--- src/rtl/fifo_pkg.sv ---
// Shared helpers for the async FIFO pointer logic: depth derivation and
// width-generic binary/gray conversion (callers zero-extend in and truncate out).
package fifo_pkg;

  // Widest pointer any FIFO side may use (ADDR_W up to 12, plus wrap bit).
  localparam int unsigned PtrMaxW = 13;

  typedef logic [PtrMaxW-1:0] ptr_max_t;

  // Number of RAM entries for a given address width.
  function automatic int unsigned depth_of(input int unsigned addr_w);
    return 32'd1 << addr_w;
  endfunction

  function automatic ptr_max_t bin2gray(input ptr_max_t bin);
    return bin ^ (bin >> 1);
  endfunction

  // XOR prefix from the MSB down; zero-extended upper bits stay zero.
  function automatic ptr_max_t gray2bin(input ptr_max_t gray);
    ptr_max_t bin;
    bin = '0;
    bin[PtrMaxW-1] = gray[PtrMaxW-1];
    for (int i = int'(PtrMaxW) - 2; i >= 0; i--) begin
      bin[i] = bin[i+1] ^ gray[i];
    end
    return bin;
  endfunction

endpackage

--- src/rtl/afifo_gray_ptr.sv ---
// Binary + gray pointer register with increment enable. The gray copy is
// registered so it can cross into the other clock domain glitch-free.
module afifo_gray_ptr
  import fifo_pkg::*;
#(
  parameter int unsigned PtrW = 4
) (
  input  logic            clk_i,
  input  logic            rst_ni,
  input  logic            inc_i,
  output logic [PtrW-1:0] bin_o,
  output logic [PtrW-1:0] gray_o
);

  logic [PtrW-1:0] bin_q, bin_d;
  logic [PtrW-1:0] gray_q, gray_d;

  // Next binary value wraps naturally at 2^PtrW; gray follows it.
  always_comb begin
    bin_d  = bin_q + PtrW'(inc_i);
    gray_d = PtrW'(bin2gray(ptr_max_t'(bin_d)));
  end

  // Pointer state with synchronous active-low reset.
  always_ff @(posedge clk_i) begin
    if (!rst_ni) begin
      bin_q  <= '0;
      gray_q <= '0;
    end else begin
      bin_q  <= bin_d;
      gray_q <= gray_d;
    end
  end

  assign bin_o  = bin_q;
  assign gray_o = gray_q;

endmodule

--- src/rtl/afifo_wr_ctrl.sv ---
// Write-side controller of the async FIFO: request qualification, RAM write
// enable/address, gray write pointer, full/almost-full/level flags and a
// sticky overflow flag. Everything runs on wclk_i.
module afifo_wr_ctrl
  import fifo_pkg::*;
#(
  parameter int unsigned ADDR_W    = 3,
  parameter int unsigned AF_THRESH = 2,
  parameter bit          EDGE_MODE = 1'b1
) (
  input  logic              wclk_i,
  input  logic              wrst_ni,
  input  logic              winc_i,
  input  logic [ADDR_W:0]   wq2_rptr_i,
  input  logic              wovf_clr_i,
  output logic [ADDR_W:0]   wptr_o,
  output logic [ADDR_W-1:0] waddr_o,
  output logic              wclken_o,
  output logic              wfull_o,
  output logic              walmost_full_o,
  output logic [ADDR_W:0]   wlevel_o,
  output logic              woverflow_o
);

  localparam int unsigned PtrW  = ADDR_W + 1;
  localparam int unsigned Depth = depth_of(ADDR_W);

  logic            winc_q;
  logic            req;
  logic            wclken;
  logic [PtrW-1:0] wbin, wgray;
  logic [PtrW-1:0] wbin_next, wgray_next;
  logic [PtrW-1:0] rbin, rptr_full;
  logic [PtrW-1:0] free_slots;
  logic            wfull_q, wfull_d;
  logic            af_q, af_d;
  logic [PtrW-1:0] level_q, level_d;
  logic            ovf_q, ovf_d;

  afifo_gray_ptr #(
    .PtrW (PtrW)
  ) u_wptr (
    .clk_i  (wclk_i),
    .rst_ni (wrst_ni),
    .inc_i  (wclken),
    .bin_o  (wbin),
    .gray_o (wgray)
  );

  // Request qualification and flag next-state from the post-write pointer.
  always_comb begin
    req        = EDGE_MODE ? (winc_i & ~winc_q) : winc_i;
    wclken     = req & ~wfull_q & wrst_ni;
    // Same value the pointer register loads on this edge.
    wbin_next  = wbin + PtrW'(wclken);
    wgray_next = PtrW'(bin2gray(ptr_max_t'(wbin_next)));
    // Full when the write pointer is exactly one lap ahead of the read pointer.
    rptr_full  = {~wq2_rptr_i[ADDR_W:ADDR_W-1], wq2_rptr_i[ADDR_W-2:0]};
    wfull_d    = (wgray_next == rptr_full);
    rbin       = PtrW'(gray2bin(ptr_max_t'(wq2_rptr_i)));
    level_d    = wbin_next - rbin;
    free_slots = PtrW'(Depth) - level_d;
    af_d       = (free_slots <= PtrW'(AF_THRESH));
    // A new overflow outranks a simultaneous clear.
    ovf_d      = (req & wfull_q) | (ovf_q & ~wovf_clr_i);
  end

  // Edge-detect and flag registers, synchronous active-low reset.
  always_ff @(posedge wclk_i) begin
    if (!wrst_ni) begin
      winc_q  <= 1'b0;
      wfull_q <= 1'b0;
      af_q    <= 1'b0;
      level_q <= '0;
      ovf_q   <= 1'b0;
    end else begin
      winc_q  <= winc_i;
      wfull_q <= wfull_d;
      af_q    <= af_d;
      level_q <= level_d;
      ovf_q   <= ovf_d;
    end
  end

  assign wptr_o         = wgray;
  assign waddr_o        = wbin[ADDR_W-1:0];
  assign wclken_o       = wclken;
  assign wfull_o        = wfull_q;
  assign walmost_full_o = af_q;
  assign wlevel_o       = level_q;
  assign woverflow_o    = ovf_q;

endmodule

--- config.mk ---
export PLATFORM = sky130hd
export DESIGN_NAME = afifo_wr_ctrl
export DESIGN_NICKNAME = d
export VERILOG_FILES = /design/src/rtl/fifo_pkg.sv /design/src/rtl/afifo_gray_ptr.sv /design/src/rtl/afifo_wr_ctrl.sv
export SDC_FILE = /design/constraint.sdc
export NUM_CORES = 1
export LEC_CHECK = 0
export CAP_MARGIN = 20
export CORE_ASPECT_RATIO = 0.9
export CORE_MARGIN = 5
export CORE_UTILIZATION = 25
export DETAILED_ROUTE_END_ITERATION = 6
export DONT_BUFFER_PORTS = 1
export MAX_ROUTING_LAYER = met4
export RECOVER_POWER = 25
export SYNTH_ARGS = -nofsm -noshare
export SYNTH_HDL_FRONTEND = slang
export SYNTH_SLANG_ARGS = --single-unit
--- constraint.sdc ---
create_clock -name wclk_i -period 8.7 [get_ports wclk_i]
set_input_delay 2.175 -clock wclk_i [delete_from_list [all_inputs] [get_ports wclk_i]]
set_output_delay 2.175 -clock wclk_i [all_outputs]
set_load 0.01 [all_outputs]
-- Word level (Yosys, flattened, before mapping)
Index checks and enable logic that the tools add are counted.
- input bits: 8
- ROM bits: 0
- latch bits: 0
- register bits after elaboration: 16
- memories kept: 0
- RAM bits: 0
- shifts and indexed selects: 0
- reductions and logical operators: 0
- bitwise gates (word level): 14
- muxes and demuxes: 0
- equality and inequality tests: 1
- $lt $le $gt $ge: 1
- multipliers: 0
- add/subtract/negate cells: 3
- divide/modulo/power cells: 0
- operator list (operator ; count):
    1-bit AND ; 5
    4-bit by 1-bit adder with 4-bit output ; 1
    4-bit == test ; 1
    4-bit by 2-bit <= comparator with 1-bit output (second input constant) ; 1
    4-bit subtractor ; 1
    4-bit subtractor (first input constant) ; 1
    4-bit by 3-bit XOR with 4-bit output ; 1
    1-bit inverter ; 3
    1-bit XOR ; 3
    2-bit inverter ; 1
    1-bit OR ; 1

-- Longest topological paths before layout
Gate-level depths: netlist of run 1.
- depth after elaboration: 8
- depth in mapped cells: 12
- mapped depth without buffers: 12

-- Modules after synthesis
From an unflattened synthesis of run 1, not the netlist that was laid out.
- cells, all modules: 90
- area, all modules: 894.6 sq um
- modules (own cells, without submodules) (module ; area each (sq um) ; times used ; cells each ; sequential area each (sq um)):
    afifo_wr_ctrl ; 611.8 ; 1 ; 64 ; 160.2
    afifo_gray_ptr ; 282.8 ; 1 ; 26 ; 140.1

-- Least setup slack after synthesis of run 1
No wires, ideal clock.
- kind: input to output
- from: in winc_i
- to: out wclken_o
- path slack: 3.859 ns
- cell stages on the path: 2
- buffers on the path: 0
- required time: 6.525 ns
- arrival time: 2.666 ns
- path through: and2_1 > nor3b_1
- longest elaborated chain between the ends: 3
- RTL lines (item ; RTL line ; text):
    from (decl) ; afifo_wr_ctrl.sv:13 ; input logic winc_i,
    1-bit AND ; afifo_wr_ctrl.sv:52 ; req = EDGE_MODE ? (winc_i & ~winc_q) : winc_i;
    1-bit AND (2 in a row) ; afifo_wr_ctrl.sv:53 ; wclken = req & ~wfull_q & wrst_ni;
    to (decl) ; afifo_wr_ctrl.sv:18 ; output logic wclken_o,
Every way passes these cells.

-- Worst setup path after layout of run 1
Same ends and word-level chain as after synthesis.

==> results.md, run 1 <==
* Worst R2R Path Depth at 10
* Max Slew Vio Count at 0
* Post-DRT Antenna Nets at 0
* Synth cell types at 19
* Max Fanout on Critical Path at 2
* Die area at 4247 sq um
* Worst r2r dst: walmost_full_o
* Synth area leaders: dfxtp_1 39%, ha_1 12%, xnor2_1 12%
* DP Area at roughly 810 sq um
* Initial antenna violation count at 0
* Routed wire length at 1.338 mm
* Power per cell area at between 150 and 200 nW/um^2
* Seq pwr share at between 50 and 60%
* Final hold vios at 0
* Post-synth EDFFs at 0
* Tmin final at around 4.9 ns
* Highest Clock Rate at 203.7 MHz
* WP buf/inv at 0
* Post-Route Skew at 0.001134 ns
* Worst slew pin tran at 0.5036 ns
* Synthesis-stage register bit count at 15
* Post-route clock period utilization at a little under three fifths
* Worst path max stage delay at ~0.44 ns
* WS Path Type: in -> out
* Synth warnings at 0
* Post-synthesis sequential area ratio at between 30% and 40%
* Vias in the first global route at 522
* GRT overflow at 0
* Internal Dissipation at approximately 0.00011 W
* PortBufs at 0
* Syn avg cell area at ~10 sq um
* Top cell types by occurrence after synthesis: 15 x dfxtp_1, 12 x and2_1, 10 x xnor2_1
* H-tree Lvls at 1
* Setup slack at placement at about 3.8 ns
* Post-synth ARST share at 0%
* Yosys top cell area share at 39.47%
* Highest metal used: met4
* Worst setup EP type: primary output
* I/O pins at 23
* Met2 WL at just over 700 um
* DR pass1 iterations at 2
* Gate power share at roughly a quarter
* Total track usage at roughly 7.3%
* Setup violations, final at 0
* Post-CTS Setup Repair Bufs at 0
* Setup TNS at 0 ns
* CTS clk-pin slew, worst paths at around 0.08 ns
* Clock buffer depth at 2
* Post-route setup slack at around 3.8 ns
* Worst IR Drop VDD at 0.00003982 V
* Remaining DRCs at 0
* Top-count cell post-synth: dfxtp_1
* Cts hold-fix bufs at 0
* RSZ-0062 raised after global routing: no
* Syn Std Cell Area at ~760 sq um
* CTS root buf: clkbuf_4
* Critical-path top delay cell: nor3b_1
* Worst Hold Path EP: woverflow_o
* Rel. slew slack at roughly 66%
* Hold/Removal Path Class: reg -> reg
* Met1 Wirelength at between 400 and 500 um
* Clock power frac at between 20% and 30%
* Pleak at 0.3656 nW
* Utilization after layout at between 20% and 30%
* Net Count, Synth at 90
* Worst setup startpoint: winc_i
* Crit-path cells: and2_0 -> nor3b_1
* Metal3 WL at around 140 um
* Clk_lat worst skew at approximately 0.28 ns
* Hold depth at 2
* Sw frac at between 20% and 30%
* Core area at roughly 3000 sq um
* Largest net degree at the start of global routing at 16
* Sw Pwr at roughly 0.000048 W
* Die Height at just over 60 um
* Hold Crit Start: winc_q
* Worst path top cell family by delay: simple AND/OR/NAND/NOR gates
* Final Instance Area at between 800 and 900 sq um
* Status: complete, no violations
* Final nets at 94
* Hold WS at approximately 0.6 ns
* Via count at about 480
* Kind of launch point of the worst setup path: input pin
* Post-CTS Resized at 0
* Clock sink count at 15
* Area delta synth->final at 9.868%
* Starting Density at ~25%
* Dominant cell type by area after synthesis: dfxtp_1
* Placer Congestion at roughly 0.72
* Share of layout cells above drive strength 1 at about 6.5%
* Row count at 19
* Detail Placement HPWL at ~1.1 mm
* Chip Width at between 60 and 70 um
* First-pass GRT wire length at between 2 and 2.5 mm
* ANT cells at 0
* Max Cap Violations at 0
* Routed wire length per instance at around 11 um
* R2R Setup Slk at roughly 5.8 ns
* Via-per-instance ratio at a little over 4
* 1st-iter DRT viols at 1
* CTS tree: done
* Cell count after synthesis at 74
* CP arrival at 2.73 ns
* Main flop type after synthesis: dfxtp_1
* CTS Buf Count at 3
* Critical Path RT at roughly 6.5 ns
* Reg-to-reg startpoint: wfull_o
[power by group through the flow]
stage          Combinational, W  Clock (W)  Sequential (W)
2_1_floorplan         0.0000373          0       0.0000821
3_3_place_gp          0.0000416          0       0.0000829
3_5_place_dp          0.0000431          0       0.0000829
4_1_cts               0.0000437  0.0000416       0.0000813
5_1_grt               0.0000492  0.0000436       0.0000819
6_report              0.0000423  0.0000382       0.0000810
[cells by family after synthesis]
| kind of cell | after synthesis | synth area share, % |
|---|---|---|
| DFF | 15 | 39.47 |
| buffers and inverters | 6 | 2.960 |
| and+or+nand+nor | 22 | 17.43 |
| xor gates and xnor gates | 19 | 22.86 |
| AOI/OAI and AO/OA | 4 | 3.125 |
| adders and majority gates | 8 | 14.14 |
[final cells by class]
cell class,count,area [sq um]
Clock buffer,4,26.28
Sequential cell,15,300.3
Tap cell,42,52.55
Inverter,5,18.77
Fill cell,337,2160
Multi-Input combinational cell,53,437.9
[worst max path at each step]
stage	end	slack [ns]	cells past startpoint
final	wclken_o	3.79	2
after global routing	wclken_o	3.74	2
after CTS	wclken_o	3.78	2
after detailed placement	wclken_o	3.78	2
after global placement	wclken_o	3.80	2
after floorplan	wclken_o	3.86	2
[registers in the layout, summed over array words and instances, names as in the netlist]
register	cells
winc_q	1
u_wptr.bin_o	3
wfull_o	1
woverflow_o	1
wlevel_o	4
walmost_full_o	1
u_wptr.gray_o	4
[stage by stage]
stage           power, W  cells
3_3_place_gp   0.0001245    115
3_5_place_dp   0.0001260    115
2_1_floorplan  0.0001193     74
4_1_cts        0.0001665    119
6_report       0.0001615    119
5_1_grt        0.0001747    119
[routing by layer]
| layer | up-vias | global-route usage (%) |
|---|---|---|
| li1 | 239 | - |
| met1 | 226 | 6.127 |
| met2 | 13 | 12.88 |
| met3 | 3 | 3.423 |
| met4 | 0 | 3.970 |
| met5 | - | - |
[placed cells by master (no fill, tap or decap), drive strengths merged]
cell type / Yosys / routed
a21o: 1 / 1
a21oi: 1 / 1
and2: 12 / 12
clkbuf: 1 / 4
dfxtp: 15 / 15
fa: 1 / 1
ha: 7 / 7
inv: 5 / 5
nand2: 4 / 4
nand3: 1 / 1
nor2b: 1 / 1
nor3: 1 / 1
nor3b: 2 / 2
nor4: 1 / 1
o21ai: 1 / 1
o22ai: 1 / 1
xnor2: 11 / 11
xor2: 8 / 8
(Power assumes the default switching activity.)
==> inputs of run 2 (changes only) <==
==> constraint.sdc (replaced) <==
create_clock -name wclk_i -period 5 [get_ports wclk_i]
set_input_delay 1.25 -clock wclk_i [delete_from_list [all_inputs] [get_ports wclk_i]]
set_output_delay 1.25 -clock wclk_i [all_outputs]
set_load 0.01 [all_outputs]
==> run 2 against run 1 <==
Net effect:
- global-route usage down 0.18 points
- worst hold slack better by 0.0078 ns
- setup slack worse by 2.4 ns
- combinational power up 75%
- clock power up 76%
- first-iteration DRC count rose to 20 times the previous value
- routed wire length down 1.3%
- non-clock buffer count unchanged
- critical path type is now in -> reg
==> results.md, run 2 (synthesis gave the netlist of run 1 again) <==
* WS Path Type: in -> reg
* Initial antenna violation count at 0 (unchanged)
* Clock power frac at 23.8% (about the same)
* CP arrival at 3.83 ns (+1.10 ns)
* Max Cap Violations at 0 (unchanged)
* Setup TNS at 0 ns (unchanged)
* CTS Buf Count at 3 (unchanged)
* Core area at 2995 sq um (unchanged)
* Placer Congestion at 0.7512 (+4.6%)
* Max Fanout on Critical Path at 5 (+3)
* Starting Density at 25.40% (unchanged)
* Worst slew pin tran at 0.5613 ns (+0.05775 ns)
* Seq pwr share at 49.9% (-0.2 points)
* Internal Dissipation at 0.0001969 W (+73%)
* Post-CTS Resized at 0 (unchanged)
* WP buf/inv at 0 (unchanged)
* CTS clk-pin slew, worst paths at 0.09 ns (about the same)
* Remaining DRCs at 0 (unchanged)
* Commonest non-fill, non-tap cells in the layout: 15 x dfxtp_1, 10 x xnor2_1, 10 x and2_1
* Clk_lat worst skew at 0.28 ns (about the same)
* Cts hold-fix bufs at 0 (unchanged)
* Worst path max stage delay at 0.49 ns (+0.05 ns)
* CTS tree: done
* Area of the multi-input gates at 437.9 sq um (unchanged)
* Tmin final at ~3.6 ns
* Largest net degree at the start of global routing at 16 (unchanged)
* Power per cell area at 337.5 nW/um^2 (+75%)
* Sequential cell area at 300.3 sq um (unchanged)
* Rel. slew slack at 62.50% (-3.9 points)
* Post-route setup slack at 1.350 ns (-2.441 ns)
* PortBufs at 0 (unchanged)
* Worst r2r dst: walmost_full_o
* Status: complete, no violations
* Clock buffer depth at 2 (unchanged)
* Commonest non-fill, non-tap cell in the layout: dfxtp_1
* Reg-to-reg startpoint: wfull_o
* Critical Path RT at 5.18 ns (-1.35 ns)
* Worst IR Drop VDD at 0.00005760 V (+45%)
* Timing endpoint of the critical path: walmost_full_o
* GRT overflow at 0 (unchanged)
* Worst setup startpoint: winc_i
* Row count at 19 (unchanged)
* First-pass GRT wire length at 2.187 mm (-4.0%)
* Setup violations, final at 0 (unchanged)
* R2R Setup Slk at 2.06 ns (-3.74 ns)
* Routed wire length at 1.320 mm (-1.3%)
* ANT cells at 0 (unchanged)
* Detail Placement HPWL at 1.098 mm (-4.2%)
* Worst R2R Path Depth at 9 (-1)
* DR pass1 iterations at 2 (unchanged)
* Highest Clock Rate at between 200 and 300 MHz
* Kind of launch point of the worst setup path: input pin
* Via count at 469 (-2.5%)
* Max Slew Vio Count at 0 (unchanged)
* Routed wire length per instance at 11.09 um (-1.3%)
* Die Height at 62.33 um (unchanged)
* I/O pins at 23 (unchanged)
* Total track usage at 7.140% (-0.18 points)
* Worst path top cell family by delay: adder cells
* Post-Route Skew at 0.002367 ns (+0.001234 ns)
* Hold/Removal Path Class: reg -> reg
* 1st-iter DRT viols at 20 (+19)
* Via-per-instance ratio at 3.941 (-2.5%)
* Gate power share at 26.2% (about the same)
* Sw frac at 30.32% (+0.76 points)
* Post-DRT Antenna Nets at 0 (unchanged)
* Post-route clock period utilization at between 70% and 80%
* Sw Pwr at 0.00008565 W (+79%)
* Critical-path top delay cell: nor3b_1
* Pleak at 0.3683 nW (+0.75%)
* Die area at 4247 sq um (unchanged)
* Vias in the first global route at 485 (-7.1%)
* Share of layout cells above drive strength 1 at 7.792% (+1.3 points)
* Clock sink count at 15 (unchanged)
* Final nets at 94 (unchanged)
* # fillers at 333 (-1.2%)
* Chip Width at 68.15 um (unchanged)
* Area delta synth->final at 10.03%
* RSZ-0062 raised after global routing: no
* Setup slack at placement at 1.014 ns (-2.763 ns)
* H-tree Lvls at 1 (unchanged)
* Final hold vios at 0 (unchanged)
* Crit-path cells: and2_0 -> nor3b_1 -> ha_1 -> ha_1 -> fa_1 -> xor2_1 -> nor3b_1 -> xor2_1 -> xnor2_1 -> nor3_2
* Worst setup EP type: flop
* CTS root buf: clkbuf_4
* Post-CTS Setup Repair Bufs at 0 (unchanged)
* Total stage count of the critical path at 10 (+8)
run 2: power by group through the flow:
stage | logic [W] | clock network, W | registers (W)
2_1_floorplan | 0.0000649 | 0 | 0.000143
3_3_place_gp | 0.0000730 | 0 | 0.000144
3_5_place_dp | 0.0000753 | 0 | 0.000145
4_1_cts | 0.0000757 | 0.0000729 | 0.000142
5_1_grt | 0.0000844 | 0.0000776 | 0.000143
6_report | 0.0000741 | 0.0000674 | 0.000141
run 2: stage by stage:
step	power, W	util (%)	cells	area (sq um)	hold WS [ns]
6_report	0.0002825	27.94	119	837.1	0.5943
5_1_grt	0.0003047	27.94	119	837.1	0.6479
3_3_place_gp	0.0002173	27.03	115	809.5	0.5462
2_1_floorplan	0.0002077	-	74	760.7	0.5365
3_5_place_dp	0.0002198	27.03	115	809.5	0.5885
4_1_cts	0.0002902	27.94	119	837.1	0.6033
run 2: per-layer routing:
| layer | part of all wire [%] | vias to the layer above | track usage (%) |
|---|---|---|---|
| li1 | - | 240 | - |
| met1 | 34 | 215 | 6.018 |
| met2 | 53 | 12 | 12.52 |
| met3 | 12 | 2 | 3.423 |
| met4 | 0.61 | 0 | 3.722 |
| met5 | 0 | - | - |
run 2: cell type report:
class                           instances  share of cell area [%]
Multi-Input combinational cell         53                   52.32
Sequential cell                        15                   35.87
Tap cell                               42                   6.278
Clock buffer                            3                   2.691
Inverter                                5                   2.242
Clock inverter                          1                  0.5979
run 2: worst register-to-register path, cell delays in order (launching register included):
cell	delay, ns
dfxtp_1	0.36
nor3b_1	0.51
ha_1	0.30
ha_1	0.32
fa_1	0.47
xor2_1	0.21
nor3b_1	0.28
xor2_1	0.20
xnor2_1	0.15
nor3_2	0.05
run 2: worst min-delay path by stage:
stage	slack, ns	endpoint	startpoint	depth (start not counted)
global placement	0.55	woverflow_o	winc_q	2
finish	0.59	woverflow_o	winc_q	2
CTS	0.60	woverflow_o	winc_q	2
detailed placement	0.59	woverflow_o	winc_q	2
floorplan	0.54	woverflow_o	winc_q	2
global route	0.65	woverflow_o	winc_q	2
